## config.mk

```make
export PLATFORM = sky130hd
export DESIGN_NAME = pll_lock_sequencer
export DESIGN_NICKNAME = d
export VERILOG_FILES = /design/src/rtl/pll_seq_pkg.sv /design/src/rtl/pll_lock_sync.sv /design/src/rtl/pll_lock_sequencer.sv
export SDC_FILE = /design/constraint.sdc
export NUM_CORES = 1
export LEC_CHECK = 0
export ABC_AREA = 1
export ABC_CLOCK_PERIOD_IN_PS = 2500
export CAP_MARGIN = 15
export CORE_UTILIZATION = 55
export CTS_BUF_LIST = sky130_fd_sc_hd__clkbuf_8
export DETAILED_ROUTE_END_ITERATION = 10
export PLACE_DENSITY_LB_ADDON = 0.2
export SYNTH_ARGS = -nofsm -noshare
export SYNTH_HDL_FRONTEND = slang
export SYNTH_SLANG_ARGS = --single-unit
```

## constraint.sdc

```tcl
create_clock -name clk -period 2.5 [get_ports clk]
set_clock_uncertainty 0.2 [all_clocks]
set_input_delay 0.5 -clock clk [delete_from_list [all_inputs] [get_ports clk]]
set_output_delay 0.5 -clock clk [all_outputs]
set_load 0.02 [all_outputs]
```

## src/rtl/pll_seq_pkg.sv

```systemverilog
// rtl/pll_seq_pkg.sv - shared state encoding and counter sizing for the PLL lock sequencer
package pll_seq_pkg;

  typedef enum logic [2:0] {
    IDLE,
    HOLD,
    WAIT_LOCK,
    STABLE,
    RUN,
    FAIL
  } state_t;

  // Wide enough to name any PLL of the largest supported cascade (8).
  localparam int IDX_W = 3;

  function automatic int cnt_w(input int max_val);
    return (max_val < 1) ? 1 : $clog2(max_val + 1);
  endfunction

  function automatic int max2(input int a, input int b);
    return (a > b) ? a : b;
  endfunction

endpackage

```

## src/rtl/pll_lock_sync.sv

```systemverilog
// rtl/pll_lock_sync.sv - two-flop synchronizer for the raw PLL LOCKED inputs
module pll_lock_sync #(
  parameter int WIDTH = 1
) (
  input  logic             clk,
  input  logic             rst_n,
  input  logic [WIDTH-1:0] d,
  output logic [WIDTH-1:0] q
);

  logic [WIDTH-1:0] meta;

  always_ff @(posedge clk or negedge rst_n) begin
    if (!rst_n) begin
      meta <= '0;
      q    <= '0;
    end else begin
      meta <= d;
      q    <= meta;
    end
  end

endmodule

```

## src/rtl/pll_lock_sequencer.sv

```systemverilog
// rtl/pll_lock_sequencer.sv - ordered bring-up and lock supervision of a cascaded PLL chain
// Optional macro LOCK_LOSS_RECOVER_EN: re-sequence from the lost PLL instead of failing in RUN.
module pll_lock_sequencer
  import pll_seq_pkg::*;
#(
  parameter int NUM_PLL          = 3,
  parameter int RST_HOLD_CYC     = 16,
  parameter int LOCK_STABLE_CYC  = 256,
  parameter int LOCK_TIMEOUT_CYC = 65536,
  parameter int MAX_RETRY        = 3
) (
  input  logic               clk,
  input  logic               rst_n,
  input  logic               start,
  input  logic [NUM_PLL-1:0] pll_locked,
  output logic [NUM_PLL-1:0] pll_rstn,
  output logic [NUM_PLL-1:0] domain_rstn,
  output logic               all_locked,
  output logic               fail,
  output logic [2:0]         fail_idx,
  output logic [3:0]         retry_cnt
);

  localparam int CYC_W = cnt_w(max2(RST_HOLD_CYC, LOCK_TIMEOUT_CYC));
  localparam int STB_W = cnt_w(LOCK_STABLE_CYC);

  localparam logic [CYC_W-1:0] HOLD_LAST = CYC_W'(RST_HOLD_CYC - 1);
  localparam logic [CYC_W-1:0] TO_LAST   = CYC_W'(LOCK_TIMEOUT_CYC - 1);
  localparam logic [CYC_W-1:0] CYC_SAT   = '1;
  localparam logic [STB_W-1:0] STB_DONE  = STB_W'(LOCK_STABLE_CYC);
  localparam logic [STB_W-1:0] STB_ONE   = STB_W'(1);
  localparam logic [IDX_W-1:0] IDX_LAST  = IDX_W'(NUM_PLL - 1);
  localparam logic [3:0]       RETRY_MAX = 4'(MAX_RETRY);

  state_t state, state_n;

  logic [IDX_W-1:0]   idx, idx_n;
  logic [CYC_W-1:0]   cyc, cyc_n, cyc_inc;
  logic [STB_W-1:0]   stab, stab_n, stab_inc;
  logic [3:0]         retry_n;
  logic [NUM_PLL-1:0] pll_n, dom_n;
  logic               all_n, fail_n;

  logic [NUM_PLL-1:0] lock_sync, sel;
  logic [NUM_PLL-1:0] loss_ge, loss_low, loss_gt;
  logic [IDX_W-1:0]   loss_idx;
  logic               seen, lock_cur, timeout;

  pll_lock_sync #(.WIDTH(NUM_PLL)) u_sync (
    .clk   (clk),
    .rst_n (rst_n),
    .d     (pll_locked),
    .q     (lock_sync)
  );

  assign sel      = NUM_PLL'(1) << idx;
  assign lock_cur = |(lock_sync & sel);
  assign cyc_inc  = (cyc == CYC_SAT) ? cyc : cyc + CYC_W'(1);
  assign stab_inc = (stab == STB_DONE) ? stab : stab + STB_W'(1);
  assign fail_idx = idx;

  // Lowest unlocked PLL and the masks of it-and-downstream / strictly-downstream.
  always_comb begin
    seen     = 1'b0;
    loss_idx = '0;
    loss_ge  = '0;
    for (int i = 0; i < NUM_PLL; i++) begin
      if (!lock_sync[i] && !seen) begin
        seen     = 1'b1;
        loss_idx = IDX_W'(i);
      end
      loss_ge[i] = seen;
    end
  end

  assign loss_low = loss_ge & ~(loss_ge << 1);
  assign loss_gt  = loss_ge & ~loss_low;

  always_ff @(posedge clk or negedge rst_n) begin
    if (!rst_n) begin
      state       <= IDLE;
      idx         <= '0;
      cyc         <= '0;
      stab        <= '0;
      retry_cnt   <= '0;
      pll_rstn    <= '0;
      domain_rstn <= '0;
      all_locked  <= 1'b0;
      fail        <= 1'b0;
    end else begin
      state       <= state_n;
      idx         <= idx_n;
      cyc         <= cyc_n;
      stab        <= stab_n;
      retry_cnt   <= retry_n;
      pll_rstn    <= pll_n;
      domain_rstn <= dom_n;
      all_locked  <= all_n;
      fail        <= fail_n;
    end
  end

  always_comb begin
    state_n = state;
    idx_n   = idx;
    cyc_n   = cyc;
    stab_n  = stab;
    retry_n = retry_cnt;
    pll_n   = pll_rstn;
    dom_n   = domain_rstn;
    all_n   = all_locked;
    fail_n  = fail;
    timeout = 1'b0;

    unique case (state)
      IDLE: begin
        pll_n = '0;
        dom_n = '0;
        if (start) begin
          state_n = HOLD;
          idx_n   = '0;
          retry_n = '0;
          cyc_n   = '0;
        end
      end
      HOLD: begin
        pll_n = pll_rstn & ~sel;
        if (cyc == HOLD_LAST) begin
          pll_n   = pll_rstn | sel;
          cyc_n   = '0;
          state_n = WAIT_LOCK;
        end else begin
          cyc_n = cyc_inc;
        end
      end
      WAIT_LOCK: begin
        if (lock_cur) begin
          state_n = STABLE;
          stab_n  = STB_ONE;
          cyc_n   = cyc_inc;
        end else if (cyc == TO_LAST) begin
          timeout = 1'b1;
        end else begin
          cyc_n = cyc_inc;
        end
      end
      STABLE: begin
        if (stab == STB_DONE) begin
          dom_n   = domain_rstn | sel;
          retry_n = '0;
          cyc_n   = '0;
          if (idx == IDX_LAST) begin
            state_n = RUN;
            all_n   = 1'b1;
          end else begin
            idx_n   = idx + IDX_W'(1);
            state_n = HOLD;
          end
        end else if (cyc == TO_LAST) begin
          timeout = 1'b1;
        end else begin
          cyc_n  = cyc_inc;
          stab_n = lock_cur ? stab_inc : '0;
        end
      end
      RUN: begin
        if (|loss_ge) begin
          all_n = 1'b0;
          dom_n = domain_rstn & ~loss_ge;
          pll_n = pll_rstn & ~loss_gt;
          idx_n = loss_idx;
`ifdef LOCK_LOSS_RECOVER_EN
          pll_n   = pll_n & ~loss_low;
          state_n = HOLD;
          retry_n = '0;
          cyc_n   = '0;
`else
          pll_n   = '0;
          dom_n   = '0;
          fail_n  = 1'b1;
          state_n = FAIL;
`endif
        end
      end
      FAIL: begin
        pll_n = '0;
        dom_n = '0;
        all_n = 1'b0;
      end
      default: state_n = IDLE;
    endcase

    // A retry re-pulses the current PLL's reset; the HOLD count starts fresh.
    if (timeout) begin
      if (retry_cnt < RETRY_MAX) begin
        retry_n = retry_cnt + 4'd1;
        state_n = HOLD;
        cyc_n   = '0;
        pll_n   = pll_rstn & ~sel;
      end else begin
        state_n = FAIL;
        fail_n  = 1'b1;
        pll_n   = '0;
        dom_n   = '0;
      end
    end
  end

endmodule

```

Word level (Yosys, flattened, before mapping)
Index checks and enable logic that the tools add are counted.

Equal/unequal tests: 24. Order comparisons: 1. Bitwise gates (word level): 5. Div/mod/pow operators: 0. Reduce and logical (&&, ||, !) cells: 18. Add/sub/neg operators: 4. Shift operators: 1. $mul: 0. Muxes and demuxes: 60.

Operators by type and width (number): 17-bit two-way mux (8); 17-bit one-hot mux with 4 select lines (1); 3-bit two-way mux (21); 9-bit two-way mux (4); 3-bit one-hot mux with 3 select lines (3); 2-bit inequality test (second input constant) (9); 3-bit one-hot mux with 6 select lines (1); 9-bit one-hot mux with 2 select lines (1); 17-bit by 1-bit adder with 17-bit output (second input constant) (1); 17-bit by 16-bit equality test with 1-bit output (second input constant) (1); 17-bit equality test (second input constant) (1); 17-bit by 4-bit equality test with 1-bit output (second input constant) (1); 4-bit two-way mux (4); 3-bit inequality test (second input constant) (5); 1-bit two-way mux (14); 9-bit by 1-bit adder with 9-bit output (second input constant) (1); 3-bit by 2-bit equality test with 1-bit output (second input constant) (3); 9-bit equality test (second input constant) (1); 4-bit one-hot mux with 2 select lines (1); 4-bit AND reduction (2); 3-bit AND (2); 3-bit equality test (second input constant) (2); 3-bit bitwise OR (2); 6-bit AND reduction (1); other kinds (18) (23).

Bits of input ports: 6. Output and inout bits: 15. Bits in writable memories: 0. Latch bits: 0. Bits in read-only memories: 0. Logic and storage cells: 124. Register bits after elaboration: 50. Memories kept: 0.

Depth between registers and ports, before layout
Gate-level depths: netlist of run 1.

Depth in word-level cells: 11. Gate-level depth with buffers: 14. Gate-level depth less buffers: 14.

Modules after synthesis
A second synthesis of run 1 with hierarchy kept.

Cell total of the unflattened synthesis: 499. Area total of the unflattened synthesis: 3367.0 µm².

Modules (own cells, without submodules): pll_lock_sequencer (area each 3216.8 µm², sequential area each 1101.1 µm², cells each 493, instances 1); pll_lock_sync (area each 150.1 µm², sequential area each 150.1 µm², cells each 6, instances 1).

Worst setup path after synthesis of run 1
Ideal clock, no wire load.

Path kind: reg2reg. Start: reg idx[0] (netlist: fail_idx[0]). End: reg retry_cnt[1]. Data required time: 2.182 ns. Cell stages (with the launch flop): 14. Setup slack: 0.517 ns. Buffers on the path: 1. Arrival time: 1.665 ns. Setup time: 0.118 ns. Clock period less this slack: 1.983 ns. Cell sequence: dfrtp_1 > inv_1 > ha_1 > inv_1 > nor2_1 > nand2_1 > nand4_1 > nand2_2 > nand2_4 > inv_4 > nand2_4 > buf_6 > nand3b_1 > nand2_1.

Longest elaborated chain between the ends: 6.

RTL lines: start, declared (RTL line pll_lock_sequencer.sv:37) `logic [IDX_W-1:0] idx, idx_n;`; start signal, assigned (RTL line pll_lock_sequencer.sv:92) `idx <= idx_n;`; 1-bit by 3-bit << shifter with 3-bit output (RTL line pll_lock_sequencer.sv:56) `assign sel = NUM_PLL'(1) << idx;`; 3-bit AND (RTL line pll_lock_sequencer.sv:57) `assign lock_cur = |(lock_sync & sel);`; 3-bit OR reduction (RTL line pll_lock_sequencer.sv:57); 1-bit two-way mux (RTL line pll_lock_sequencer.sv:137) `if (lock_cur) begin`; 1-bit one-hot mux with 2 select lines (RTL line pll_lock_sequencer.sv:115) `unique case (state)`; 4-bit two-way mux (RTL line pll_lock_sequencer.sv:194) `if (timeout) begin`; via retry_n[1] (RTL line pll_lock_sequencer.sv:40) `logic [3:0] retry_n;`; end signal, assigned (RTL line pll_lock_sequencer.sv:95) `retry_cnt <= retry_n;`; end, declared (RTL line pll_lock_sequencer.sv:21) `output logic [3:0] retry_cnt`.

The timed path passes the listed nets, and every way through them passes these cells. A chain may end at the register's enable or synchronous reset.

Worst setup path in the final report of run 1
Start: reg cyc[0]. End: reg cyc[13].

Longest elaborated chain between the ends: 7. Elaborated cells between the ends (all ways): 16. Classes of those cells: add/sub: 1; eq/ne: 3; mux: 12.

RTL lines: start, declared (RTL line pll_lock_sequencer.sv:38) `logic [CYC_W-1:0] cyc, cyc_n, cyc_inc;`; start signal, assigned (RTL line pll_lock_sequencer.sv:93) `cyc <= cyc_n;`; 17-bit by 1-bit adder with 17-bit output / 17-bit equality test (equally long branches) (RTL line pll_lock_sequencer.sv:58) `assign cyc_inc = (cyc == CYC_SAT) ? cyc : cyc + CYC_W'(1);`; 17-bit two-way mux (RTL line pll_lock_sequencer.sv:58); 17-bit two-way mux (RTL line pll_lock_sequencer.sv:141, pll_lock_sequencer.sv:159); 17-bit two-way mux (on tied branches) (RTL line pll_lock_sequencer.sv:148, pll_lock_sequencer.sv:137); 17-bit one-hot mux with 4 select lines (RTL line pll_lock_sequencer.sv:115); 17-bit two-way mux (RTL line pll_lock_sequencer.sv:195) `if (retry_cnt < RETRY_MAX) begin`; 17-bit two-way mux * (RTL line pll_lock_sequencer.sv:194); via cyc_n[13] (RTL line pll_lock_sequencer.sv:38).

Mark *: on every way through the listed nets, which the timed path passes. The rest lies on a longest branch.

==> results list, run 1 <==
- The run finished with clean final reports.
- Critical path endpoint category: flop
- The clock net in this run drives a total of 50 sinks.
- Power spread over the standard cell area amounts to 753.3 nW/um^2.
- In this run the deepest clock path goes through 2 buffers.
* DRC violation total after the first TritonRoute iteration: between 200 and 250
* Gate count after technology mapping: slightly below 500
* Period utilisation layout: a little over nine tenths
- The startpoint identified for the worst register-to-register timing path is cyc[0].
* Most common cell in the synthesized netlist: sky130_fd_sc_hd__nand2_1
- Across the run, the number of max-cap violations was 0.
* Non-filler cells in the finished layout: 600
* Resized Gates After CTS: 0
- At the worst endpoint, the required time is approximately 2.5 ns.
* Synth Area in Compound Gates: between 10% and 20%
- Clock Pin Slew Worst Setup and Hold Paths: 0.09 ns
- In this run the tool buffered the top-level ports with 20 buffer cells.
* Multiplexer share of the synthesized area: 0%
- Mean number of vias per cell: 5.422
- The netlist uses 42 different library cells.
* GR Util All Layers: a little under 30%
- Cells fill between 60% and 70% of the core in the end.
* Area share of the leading cell type in the synthesized netlist: 37.11%
- FF-to-FF End: cyc[13]
* Shortest clock period the worst path allows after layout: roughly 2.4 ns
* Post-synthesis share of cell area spent on full adders, half adders and majority gates: a little under 3%
* Post-route DRC: 0
- Along the worst hold path, the cell count comes to 0.
* Maximum number of pins on one net before global-route repair: 21
* Number of failing hold endpoints at the final stage: 0
* Wire length after detailed routing: around 8.8 mm
* Worst hold slack across all endpoints: ~0.16 ns
* Worst-Margin Slew: around 0.5 ns
* DIE AREA: around 6400 sq um
* Max-slew headroom at the worst pin: between 60 and 70%
* Global placement routability congestion: between 0.8 and 0.9
* Critical path arrival: 2.38 ns
- Classification of the worst setup path: reg -> reg
- The via count of the first global-routing pass came to 3036.
* Setup repair after global routing missed its margin: yes
- The first global-routing pass estimated around 14 mm of wire.
* Standard cell core area: between 5000 and 6000 sq um
* Clock insertion delay at the later pin of the skew report: approximately 0.30 ns
- The worst hold path begins at u_sync.meta[2].
- The floorplan has 28 rows.
- Synth Cell Area: about 3400 sq um
- Antenna-violating nets left: 0
- Inserted Clock Buffers: 5
- Post-synthesis average cell area: between 6 and 7 sq um
* Cell type with the largest total area after synthesis: sky130_fd_sc_hd__dfrtp_1
* Average routed wire per standard cell: between 10 and 15 um
* Most used flip-flop cell after synthesis: sky130_fd_sc_hd__dfrtp_1
- Initial antenna violation count: 0
* Synth Area in Simple Gates: 37.18%
- Clock tree from TritonCTS: yes
- In this run the worst hold path is classified as reg -> reg.
- Combinational family with the most area after synthesis: simple AND/OR/NAND/NOR gates
* Worst R2R Path Depth: 9
- Number of buffers added for setup after CTS: 0
- Y dimension of the die: about 80 um
* Destination of the worst hold path: u_sync.q[2]
- Number of enable flip-flop cells after synthesis: 0
* DR vias: around 3300
- Number of max-slew violations in the final report: 0
- Detailed placement ended at an HPWL of just under 7 mm.
- Area contributors post-synth: sky130_fd_sc_hd__dfrtp_1 37%, sky130_fd_sc_hd__nand2_1 14%, sky130_fd_sc_hd__inv_1 7.6%
- Flops & latches, synth: 50
- DR pass1 iterations: 5
- Of all flip-flops after synthesis, the portion carrying an async set or reset was 100.0%.
- Total power for the finished layout comes to 2.858 mW.
- Of the total synthesized cell area, the portion taken by XOR and XNOR cells is less than 1%.
- Area delta synth->final: 12.50%
- Total leakage power: about 1.9 nW
- After the last flow step, the layout net total stands at 538.
- Type of origin of the critical path: flop
- Post-synthesis net count: 505
* Ratio of cells with drive above 1 in the final layout: a little under a tenth
- CTS root buffer: sky130_fd_sc_hd__clkbuf_8
- Diode insertion count for antenna repair: 0
- Initial core utilization: 56.95%
- Final setup violation count: 0
- Ports placed on the boundary: 21
- The H-tree generated during clock tree synthesis spans 2 levels.
* Cell count after placement: about 590
* FMAX: about 420 MHz
- IR analysis of the VDD net gives a maximum drop of 392.9 uV.
- Total grt overflow: 0
- From left edge to right edge, the die measures about 80 um.
- By count the netlist is led by 127 x sky130_fd_sc_hd__nand2_1, 68 x sky130_fd_sc_hd__inv_1, 58 x sky130_fd_sc_hd__nor2_1.
- In this run the worst path has a maximum fanout of 7.
* Synth warnings: 0
- Sequential cell area fraction in the yosys report: between 30% and 40%
* Slack of the worst reg-to-reg path: around 0.13 ns
cells in the final DEF (no fill, tap or decap), types with 3 or more instances in the layout:
master,count
sky130_fd_sc_hd__a21oi_1,27
sky130_fd_sc_hd__buf_4,12
sky130_fd_sc_hd__clkbuf_8,6
sky130_fd_sc_hd__clkdlybuf4s50_1,19
sky130_fd_sc_hd__dfrtp_1,50
sky130_fd_sc_hd__ha_1,8
sky130_fd_sc_hd__inv_1,69
sky130_fd_sc_hd__inv_2,5
sky130_fd_sc_hd__nand2_1,127
sky130_fd_sc_hd__nand2_2,7
sky130_fd_sc_hd__nand3_1,47
sky130_fd_sc_hd__nand3b_1,3
sky130_fd_sc_hd__nand4_1,9
sky130_fd_sc_hd__nor2_1,58
sky130_fd_sc_hd__nor3_1,13
sky130_fd_sc_hd__o21ai_0,29
sky130_fd_sc_hd__o21bai_1,3
area by class of cell:
cell class	count	area, sq um
fill	525	2127
multi-input combinational	358	1773
sequential	50	1251
timing repair buffer	33	295.3
inverter	76	289.0
tap	75	93.84
clock buffer	6	82.58
clock inverter	2	8.758
critical path: stages (launching register included):
cell	delay, ns
sky130_fd_sc_hd__dfrtp_1	0.41
sky130_fd_sc_hd__ha_1	0.21
sky130_fd_sc_hd__nand3_1	0.18
sky130_fd_sc_hd__nor3_2	0.26
sky130_fd_sc_hd__nand2_1	0.19
sky130_fd_sc_hd__nor2_4	0.18
sky130_fd_sc_hd__nand3_2	0.24
sky130_fd_sc_hd__nand2_2	0.20
sky130_fd_sc_hd__o21a_1	0.15
sky130_fd_sc_hd__nor2_1	0.04
stage by stage:
stage | cell area (sq um) | TNS, ns | setup WS, ns
2_1_floorplan | 3372 | 0 | 0.5168
3_3_place_gp | 3692 | 0 | 0.1382
3_5_place_dp | 3692 | 0 | 0.1797
4_1_cts | 3794 | 0 | 0.1582
5_1_grt | 3794 | -0.01911 | -0.01230
6_report | 3794 | 0 | 0.1279
logic make-up after synthesis:
family                   Yosys count
AND/OR/NAND/NOR                  276
buffers and inverters             83
AO/OA/AOI/OAI                     73
flip-flops                        50
adder cells (fa/ha/maj)            8
XOR/XNOR                           1
per-layer routing:
layer / global-route usage [%] / part of all wire (%)
met1: 35.62 / 43
met2: 52.91 / 50
met3: 4.659 / 4.1
met4: 11.61 / 3.0
met5: 0 / 0
worst max-delay path by stage:
| stage | from | slack, ns | to |
|---|---|---|---|
| after floorplan | fail_idx[0] | 0.52 | retry_cnt[1] |
| after global placement | cyc[0] | 0.14 | cyc[7] |
| after detailed placement | cyc[0] | 0.18 | cyc[9] |
| after CTS | cyc[0] | 0.16 | cyc[9] |
| after global routing | cyc[0] | -0.01 | stab[4] |
| final | cyc[0] | 0.13 | cyc[13] |
registers in the layout, summed over array words and instances, names as in the netlist:
name         flops
state            3
domain_rstn      3
u_sync.meta      3
stab             9
fail_idx         3
retry_cnt        4
all_locked       1
u_sync.q         3
pll_rstn         3
fail             1
cyc             17
power by group:
part           switching (mW)  internal, mW
Clock                   0.269         0.220
Sequential              0.118         0.906
Combinational           0.907         0.439
repair_timing:
action / in CTS / in global routing
hold buffers: 1 / 0
endpoints found under the hold margin: 15 / 0
endpoints found under the setup margin: 0 / 2
Power figures use the tool's default switching activity.
==> inputs of run 2 (changes only) <==
--- a/config.mk
+++ b/config.mk
@@ -15,3 +15,4 @@
 export SYNTH_ARGS = -nofsm -noshare
 export SYNTH_HDL_FRONTEND = slang
 export SYNTH_SLANG_ARGS = --single-unit
+export TNS_END_PERCENT = 50
==> results of run 2 <==
No change in the layout: final DEF, timing and power equal those of run 1.
